**config.mk**
```make
export PLATFORM = sky130hd
export DESIGN_NAME = move_scheduler_flat
export DESIGN_NICKNAME = d
export VERILOG_FILES = /design/src/rtl/snake_pkg.sv /design/src/rtl/move_scheduler_if.sv /design/src/rtl/dir_queue.sv /design/src/rtl/move_scheduler.sv /design/src/flat_wrapper.sv
export SDC_FILE = /design/constraint.sdc
export NUM_CORES = 1
export LEC_CHECK = 0
export CAP_MARGIN = 30
export CORE_AREA = 4 4 120 122
export CTS_CLUSTER_SIZE = 24
export DETAILED_ROUTE_END_ITERATION = 16
export DIE_AREA = 0 0 124 126
export GPL_TIMING_DRIVEN = 0
export HOLD_SLACK_MARGIN = 0.1
export PLACE_DENSITY = 0.53
export SYNTH_ARGS = -nofsm -noshare
export SYNTH_HDL_FRONTEND = slang
export SYNTH_HIERARCHICAL = 1
export SYNTH_SLANG_ARGS = --single-unit
```
**constraint.sdc**
```tcl
create_clock -name clk -period 3.4 [get_ports clk]
set_clock_uncertainty 0.15 [all_clocks]
set_input_delay 0.85 -clock clk [delete_from_list [all_inputs] [get_ports clk]]
set_output_delay 0.85 -clock clk [all_outputs]
set_load 0.03 [all_outputs]
```
**src/rtl/snake_pkg.sv**
```systemverilog
// Shared snake-game definitions: one-hot direction codes, scheduler state
// encodings and direction helpers used by both the scheduler and the keyboard decoder.
package snake_pkg;

    localparam logic [4:0] DIR_RIGHT = 5'b00001;
    localparam logic [4:0] DIR_DOWN  = 5'b00010;
    localparam logic [4:0] DIR_LEFT  = 5'b00100;
    localparam logic [4:0] DIR_UP    = 5'b01000;
    localparam logic [4:0] DIR_NONE  = 5'b10000;

    localparam logic [1:0] ST_IDLE   = 2'b00;
    localparam logic [1:0] ST_RUN    = 2'b01;
    localparam logic [1:0] ST_PAUSED = 2'b10;
    localparam logic [1:0] ST_OVER   = 2'b11;

    // NONE and any illegal code have no opposite, so they map to NONE.
    function automatic logic [4:0] dirOpposite(input logic [4:0] dir);
        logic [4:0] result;
        case (dir)
            DIR_RIGHT: result = DIR_LEFT;
            DIR_LEFT:  result = DIR_RIGHT;
            DIR_UP:    result = DIR_DOWN;
            DIR_DOWN:  result = DIR_UP;
            default:   result = DIR_NONE;
        endcase
        return result;
    endfunction

    function automatic logic isSingleDir(input logic [4:0] dir);
        return (dir == DIR_RIGHT) || (dir == DIR_DOWN) ||
               (dir == DIR_LEFT)  || (dir == DIR_UP);
    endfunction

endpackage

```
**src/rtl/move_scheduler_if.sv**
```systemverilog
// Handshake bundle between the game logic / keyboard decoder and the move scheduler.
interface move_scheduler_if;

    logic [4:0] dir_in;
    logic       pause;
    logic       collision;
    logic       restart;
    logic [4:0] move_dir;
    logic       move_stb;
    logic [1:0] state;

    modport master (
        output dir_in,
        output pause,
        output collision,
        output restart,
        input  move_dir,
        input  move_stb,
        input  state
    );

    modport slave (
        input  dir_in,
        input  pause,
        input  collision,
        input  restart,
        output move_dir,
        output move_stb,
        output state
    );

endinterface

```
**src/rtl/dir_queue.sv**
```systemverilog
// Two-entry FIFO of pending direction changes with push/pop/flush and head/tail peeks.
module dir_queue
    import snake_pkg::*;
(
    input  logic       clk,
    input  logic       reset,
    input  logic       i_push,
    input  logic [4:0] i_pushData,
    input  logic       i_pop,
    input  logic       i_flush,
    output logic [4:0] o_head,
    output logic [4:0] o_tail,
    output logic       o_full,
    output logic       o_empty
);

    logic [4:0] r_mem0;
    logic [4:0] r_mem1;
    logic [1:0] r_count;
    logic       w_doPop;
    logic       w_doPush;

    // A push into a full queue only lands when a pop frees a slot in the same cycle.
    assign w_doPop  = i_pop && (r_count != 2'd0);
    assign w_doPush = i_push && ((r_count != 2'd2) || w_doPop);

    always_ff @(posedge clk) begin
        if (reset || i_flush) begin
            r_count <= 2'd0;
            r_mem0  <= DIR_NONE;
            r_mem1  <= DIR_NONE;
        end else begin
            case ({w_doPush, w_doPop})
                2'b10: begin
                    if (r_count == 2'd0) begin
                        r_mem0 <= i_pushData;
                    end else begin
                        r_mem1 <= i_pushData;
                    end
                    r_count <= r_count + 2'd1;
                end
                2'b01: begin
                    r_mem0  <= r_mem1;
                    r_mem1  <= DIR_NONE;
                    r_count <= r_count - 2'd1;
                end
                2'b11: begin
                    if (r_count == 2'd1) begin
                        r_mem0 <= i_pushData;
                    end else begin
                        r_mem0 <= r_mem1;
                        r_mem1 <= i_pushData;
                    end
                end
                default: begin
                end
            endcase
        end
    end

    assign o_head  = r_mem0;
    assign o_tail  = (r_count == 2'd2) ? r_mem1 : r_mem0;
    assign o_full  = (r_count == 2'd2);
    assign o_empty = (r_count == 2'd0);

endmodule

```
**src/rtl/move_scheduler.sv**
```systemverilog
// Snake move scheduler: filters keyboard direction changes, queues up to two of them,
// and issues a one-cycle move strobe every STEP_CYCLES clocks while the game runs.
module move_scheduler
    import snake_pkg::*;
#(
    parameter int STEP_CYCLES = 6_500_000,
    parameter int CNT_W       = 23
) (
    input  logic               clk,
    input  logic               reset,
    move_scheduler_if.slave    bus
);

    localparam logic [CNT_W-1:0] CNT_TERM = CNT_W'(STEP_CYCLES - 1);
    localparam logic [CNT_W-1:0] CNT_ONE  = CNT_W'(1);
    localparam logic [CNT_W-1:0] CNT_ZERO = '0;

    logic [1:0]       r_state;
    logic [4:0]       r_moveDir;
    logic             r_moveStb;
    logic [CNT_W-1:0] r_count;
    logic [4:0]       r_dirPrev;

    logic [4:0] w_qHead;
    logic [4:0] w_qTail;
    logic       w_qFull;
    logic       w_qEmpty;
    logic       w_request;
    logic [4:0] w_refDir;
    logic       w_accept;
    logic       w_inGame;
    logic       w_stepping;
    logic       w_terminal;
    logic       w_push;
    logic       w_pop;
    logic       w_flush;

    // Request filtering uses the pre-pop tail so a push racing a pop is judged
    // against the direction the snake will be travelling when the push is consumed.
    always_comb begin
        w_request  = (bus.dir_in != r_dirPrev) && isSingleDir(bus.dir_in);
        w_refDir   = w_qEmpty ? r_moveDir : w_qTail;
        w_accept   = w_request && (bus.dir_in != w_refDir) &&
                     (bus.dir_in != dirOpposite(w_refDir));
        w_inGame   = (r_state == ST_RUN) || (r_state == ST_PAUSED);
        w_stepping = w_inGame && !bus.collision && !bus.pause;
        w_terminal = w_stepping && (r_count == CNT_TERM);
        w_pop      = w_terminal && !w_qEmpty;
        w_push     = w_stepping && w_accept;
        w_flush    = w_inGame && bus.collision;
    end

    dir_queue u_dirQueue (
        .clk        (clk),
        .reset      (reset),
        .i_push     (w_push),
        .i_pushData (bus.dir_in),
        .i_pop      (w_pop),
        .i_flush    (w_flush),
        .o_head     (w_qHead),
        .o_tail     (w_qTail),
        .o_full     (w_qFull),
        .o_empty    (w_qEmpty)
    );

    // Releasing pause counts in the same cycle, so a period resumes exactly where it stopped.
    always_ff @(posedge clk) begin
        if (reset) begin
            r_state   <= ST_IDLE;
            r_moveDir <= DIR_NONE;
            r_moveStb <= 1'b0;
            r_count   <= CNT_ZERO;
            r_dirPrev <= DIR_NONE;
        end else begin
            r_dirPrev <= bus.dir_in;
            r_moveStb <= 1'b0;
            case (r_state)
                ST_IDLE: begin
                    if (w_accept) begin
                        r_moveDir <= bus.dir_in;
                        r_count   <= CNT_ZERO;
                        r_state   <= ST_RUN;
                    end
                end
                ST_RUN, ST_PAUSED: begin
                    if (bus.collision) begin
                        r_state <= ST_OVER;
                        r_count <= CNT_ZERO;
                    end else if (bus.pause) begin
                        r_state <= ST_PAUSED;
                    end else begin
                        r_state <= ST_RUN;
                        if (w_terminal) begin
                            r_count   <= CNT_ZERO;
                            r_moveStb <= !r_moveStb;
                            if (w_pop) begin
                                r_moveDir <= w_qHead;
                            end
                        end else begin
                            r_count <= r_count + CNT_ONE;
                        end
                    end
                end
                ST_OVER: begin
                    if (bus.restart) begin
                        r_state   <= ST_IDLE;
                        r_moveDir <= DIR_NONE;
                        r_count   <= CNT_ZERO;
                    end
                end
                default: begin
                    r_state <= ST_IDLE;
                end
            endcase
        end
    end

    assign bus.move_dir = r_moveDir;
    assign bus.move_stb = r_moveStb;
    assign bus.state    = r_state;

endmodule
```
**src/flat_wrapper.sv**
```systemverilog
// flat-port wrapper written by rule: the top's interface ports become plain ports
module move_scheduler_flat import snake_pkg::*;
#(
    parameter int STEP_CYCLES = 6_500_000,
    parameter int CNT_W       = 23
)
  (clk, reset, bus_dir_in, bus_pause, bus_collision, bus_restart, bus_move_dir, bus_move_stb, bus_state);
  move_scheduler_if bus_i ();
  input  logic clk;
  input  logic reset;
  input wire logic [$bits(bus_i.dir_in)-1:0] bus_dir_in;
  input wire logic [$bits(bus_i.pause)-1:0] bus_pause;
  input wire logic [$bits(bus_i.collision)-1:0] bus_collision;
  input wire logic [$bits(bus_i.restart)-1:0] bus_restart;
  output wire logic [$bits(bus_i.move_dir)-1:0] bus_move_dir;
  output wire logic [$bits(bus_i.move_stb)-1:0] bus_move_stb;
  output wire logic [$bits(bus_i.state)-1:0] bus_state;
  assign bus_i.dir_in = bus_dir_in;
  assign bus_i.pause = bus_pause;
  assign bus_i.collision = bus_collision;
  assign bus_i.restart = bus_restart;
  assign bus_move_dir = bus_i.move_dir;
  assign bus_move_stb = bus_i.move_stb;
  assign bus_state = bus_i.state;
  move_scheduler #(.STEP_CYCLES(STEP_CYCLES), .CNT_W(CNT_W)) u_core (.clk(clk), .reset(reset), .bus(bus_i));
endmodule
```
==> results.json <==
{
  "pre_cts_ws_ps": -904,
  "max_slew.worst_pin.slew_ps": 702,
  "ys_ff_latch": 48,
  "coreArea_um2": 13200,
  "synth_flop_cell": "dfxtp_1",
  "htreeDepth": 2,
  "dr_total_vias": 3243,
  "ctsHoldBuffers": 0,
  "async_flop_share": 0,
  "critPathCaptureType": "flop",
  "rrSetupSlack_ps": 10,
  "num_rows": 42,
  "worstPathArrival_ps": 3420,
  "hold_class": "flop to flop",
  "status": "finished clean",
  "fill_cells": 1356,
  "port_buffers": 17,
  "ys_warn_count": 6,
  "start_util": 0.250,
  "synth_edf_count": 0,
  "rsz0062_at_grt": "yes",
  "synthTopCellsByCount": "dfxtp_1, nand2_1, nor2_1",
  "max_freq_mhz": 295,
  "ys_types": 62,
  "path_class": "flop to flop",
  "antenna_found_initial": 0,
  "grt_pass1_vias": 3093,
  "syn_area_um2": 3300,
  "hold_viol": 0,
  "p_total_mw": 1.70,
  "max_cap_viol_count": 0,
  "min_period_ps": 3390,
  "place_congestion": 0.866,
  "drt_iter0_markers": 203,
  "final_max_slew_viol_count": 0,
  "track_usage": 0.125,
  "powerDensity_nw_per_um2": 401,
  "die_area_um2": 15600,
  "yosysMostFrequentCell": "dfxtp_1",
  "drt-total-wl_mm": 9.91,
  "antennaDiodeCount": 0,
  "chipHeight_um": 126,
  "die_w_um": 124,
  "cts_root_buf": "clkbuf_16",
  "dpl_cell_area_um2": 3700,
  "tritoncts": "done",
  "numCtsBuffers": 5,
  "fin_util": 0.321,
  "drtPass1Iterations": 4,
  "final_area_um2": 4240,
  "yosysSeqAreaShare": 0.291,
  "synth.area.top_cells": "dfxtp_1, mux2i_1, o21ai_0",
  "r2r-end": "u_core/u_dirQueue/r_mem1[2]$_SDFFE_PP0P_",
  "hold_end": "u_core/bus.move_stb$_SDFF_PP0_",
  "drive_above_1_share": 0.192,
  "leakage_nw": 1.44,
  "area_growth_pct": 28.3,
  "io_pins": 18,
  "tns_ps": 0,
  "r2r_cells": 13,
  "grt_pass1_wl_mm": 15.7,
  "clk_pin_slew_ps": 70,
  "post-route-period-util": 0.996,
  "grt_max_degree": 16,
  "wl_per_cell_um": 16.0,
  "synth_area_per_cell_um2": 8.09,
  "maxSlewHeadroom": 0.532,
  "overflow": 0,
  "clock_latency_ps": 290,
  "final_antenna_net_count": 0,
  "setup_viol": 0,
  "postSynthNetCount": 425,
  "layout.nets": 459,
  "viasPerCell": 5.24,
  "worst_slack_ps": 12.4,
  "holdCritStartpoint": "u_core/bus.move_stb$_SDFF_PP0_",
  "worstHoldPathCells": 1,
  "cp-start-kind": "flop",
  "path_max_fanout": 7,
  "yosysTopAreaCell": "dfxtp_1",
  "drc": 0,
  "r2r_start": "u_core/u_dirQueue/r_count[0]$_SDFFE_PP0P_",
  "crit_required_ps": 3430,
  "dp_hpwl_mm": 7.08,
  "cts_num_sinks": 48,
  "cts_buffer_depth": 2,
  "peakVddDrop_uv": 198,
  "synthCells": 408,
  "yosysTopAreaCellShare": 0.291
}
## flip-flops by register name (all words and copies together), names as in the netlist
signal / flops
u_core/bus.move_dir: 5
u_core/bus.move_stb: 1
u_core/bus.state: 2
u_core/r_count: 23
u_core/r_dirPrev: 5
u_core/u_dirQueue/o_head: 5
u_core/u_dirQueue/r_count: 2
u_core/u_dirQueue/r_mem1: 5
## where the power goes
part | internal [mW] | switching, mW | total, mW
clock network | 0.346 | 0.226 | 0.572
logic | 0.207 | 0.315 | 0.522
registers | 0.582 | 0.0241 | 0.606
total | 1.14 | 0.565 | 1.70
## cell type report
cell class / count / area [um2] / area share
buffer: 25 / 174 / 0.0410
clock buffer: 5 / 125 / 0.0295
clock inverter: 3 / 42.5 / 0.0100
inverter: 18 / 70.1 / 0.0165
multi-input combinational: 314 / 2370 / 0.560
sequential: 48 / 963 / 0.227
tap: 176 / 220 / 0.0520
timing repair buffer: 30 / 270 / 0.0638
## per-stage QoR
step | hold slack [ps] | cells
3_3_place_gp | 307 | 601
6_report | 302 | 619
4_1_cts | 318 | 618
2_1_floorplan | 297 | 408
5_1_grt | 331 | 619
3_5_place_dp | 308 | 601
## cells in the final DEF, fill, tap and decap left out, types with 11 or more instances in the layout
cell,Yosys,routed
a21oi_1,15,15
and3_1,13,13
buf_4,1,12
clkbuf_1,17,14
clkdlybuf4s50_1,0,13
dfxtp_1,48,46
inv_1,18,17
mux2i_1,16,15
nand2_1,34,33
nand3_1,20,20
nor2_1,33,29
nor2b_1,13,11
nor3_1,16,13
o21ai_0,28,23
## critical path, cell delays in order, from the launching register on
cell and delay [ps]:
dfxtp_2 340, inv_4 80, ha_4 200, mux2_4 340, mux2_4 340, nor3b_2 200, a31oi_1 70, o32a_1 210
o41ai_4 510, nor3_4 80, buf_6 160, a311o_1 320, buf_6 140, mux2i_1 110
## per-layer routing
layer,vias up,share of wire,global-route usage
met5,-,0,0
met4,0,0.013,0.0380
met3,8,0.033,0.0220
met2,70,0.50,0.206
met1,1598,0.46,0.166
li1,1567,-,-
## cell families (layout without fill, tap and decap cells)
kind of cell / Yosys count / count (layout) / share of synthesized area
fa+ha+maj: 7 / 7 / 0.0265
buf+inv: 46 / 81 / 0.0644
flops: 48 / 48 / 0.291
mux: 23 / 23 / 0.0777
simple gates: 175 / 175 / 0.290
xor+xnor: 14 / 14 / 0.0371
compound gates: 95 / 95 / 0.214
## timing repair
| action | CTS | global route |
|---|---|---|
| buffers inserted | 9 | 3 |
| setup endpoints to repair | 42 | 27 |
| gates resized for setup | 46 | 26 |
| cloned | 0 | 1 |
| pin swaps | 11 | 7 |
## worst max-delay path by stage
stage	slack (ps)	end	start	depth (start not counted)
floorplan	10	u_core/u_dirQueue/r_mem1[4]$_SDFFE_PP1P_	u_core/u_dirQueue/r_count[0]$_SDFFE_PP0P_	15
global placement	-850	u_core/u_dirQueue/r_mem1[4]$_SDFFE_PP1P_	bus_dir_in[0]	13
detailed placement	-900	u_core/u_dirQueue/r_mem1[2]$_SDFFE_PP0P_	bus_dir_in[0]	13
CTS	-7	u_core/u_dirQueue/r_mem1[2]$_SDFFE_PP0P_	u_core/u_dirQueue/r_count[0]$_SDFFE_PP0P_	15
global route	-130	u_core/u_dirQueue/r_mem1[3]$_SDFFE_PP0P_	u_core/u_dirQueue/r_count[0]$_SDFFE_PP0P_	13
finish	10	u_core/u_dirQueue/r_mem1[2]$_SDFFE_PP0P_	u_core/u_dirQueue/r_count[0]$_SDFFE_PP0P_	13
No activity file was read; power rests on OpenSTA's default activity.
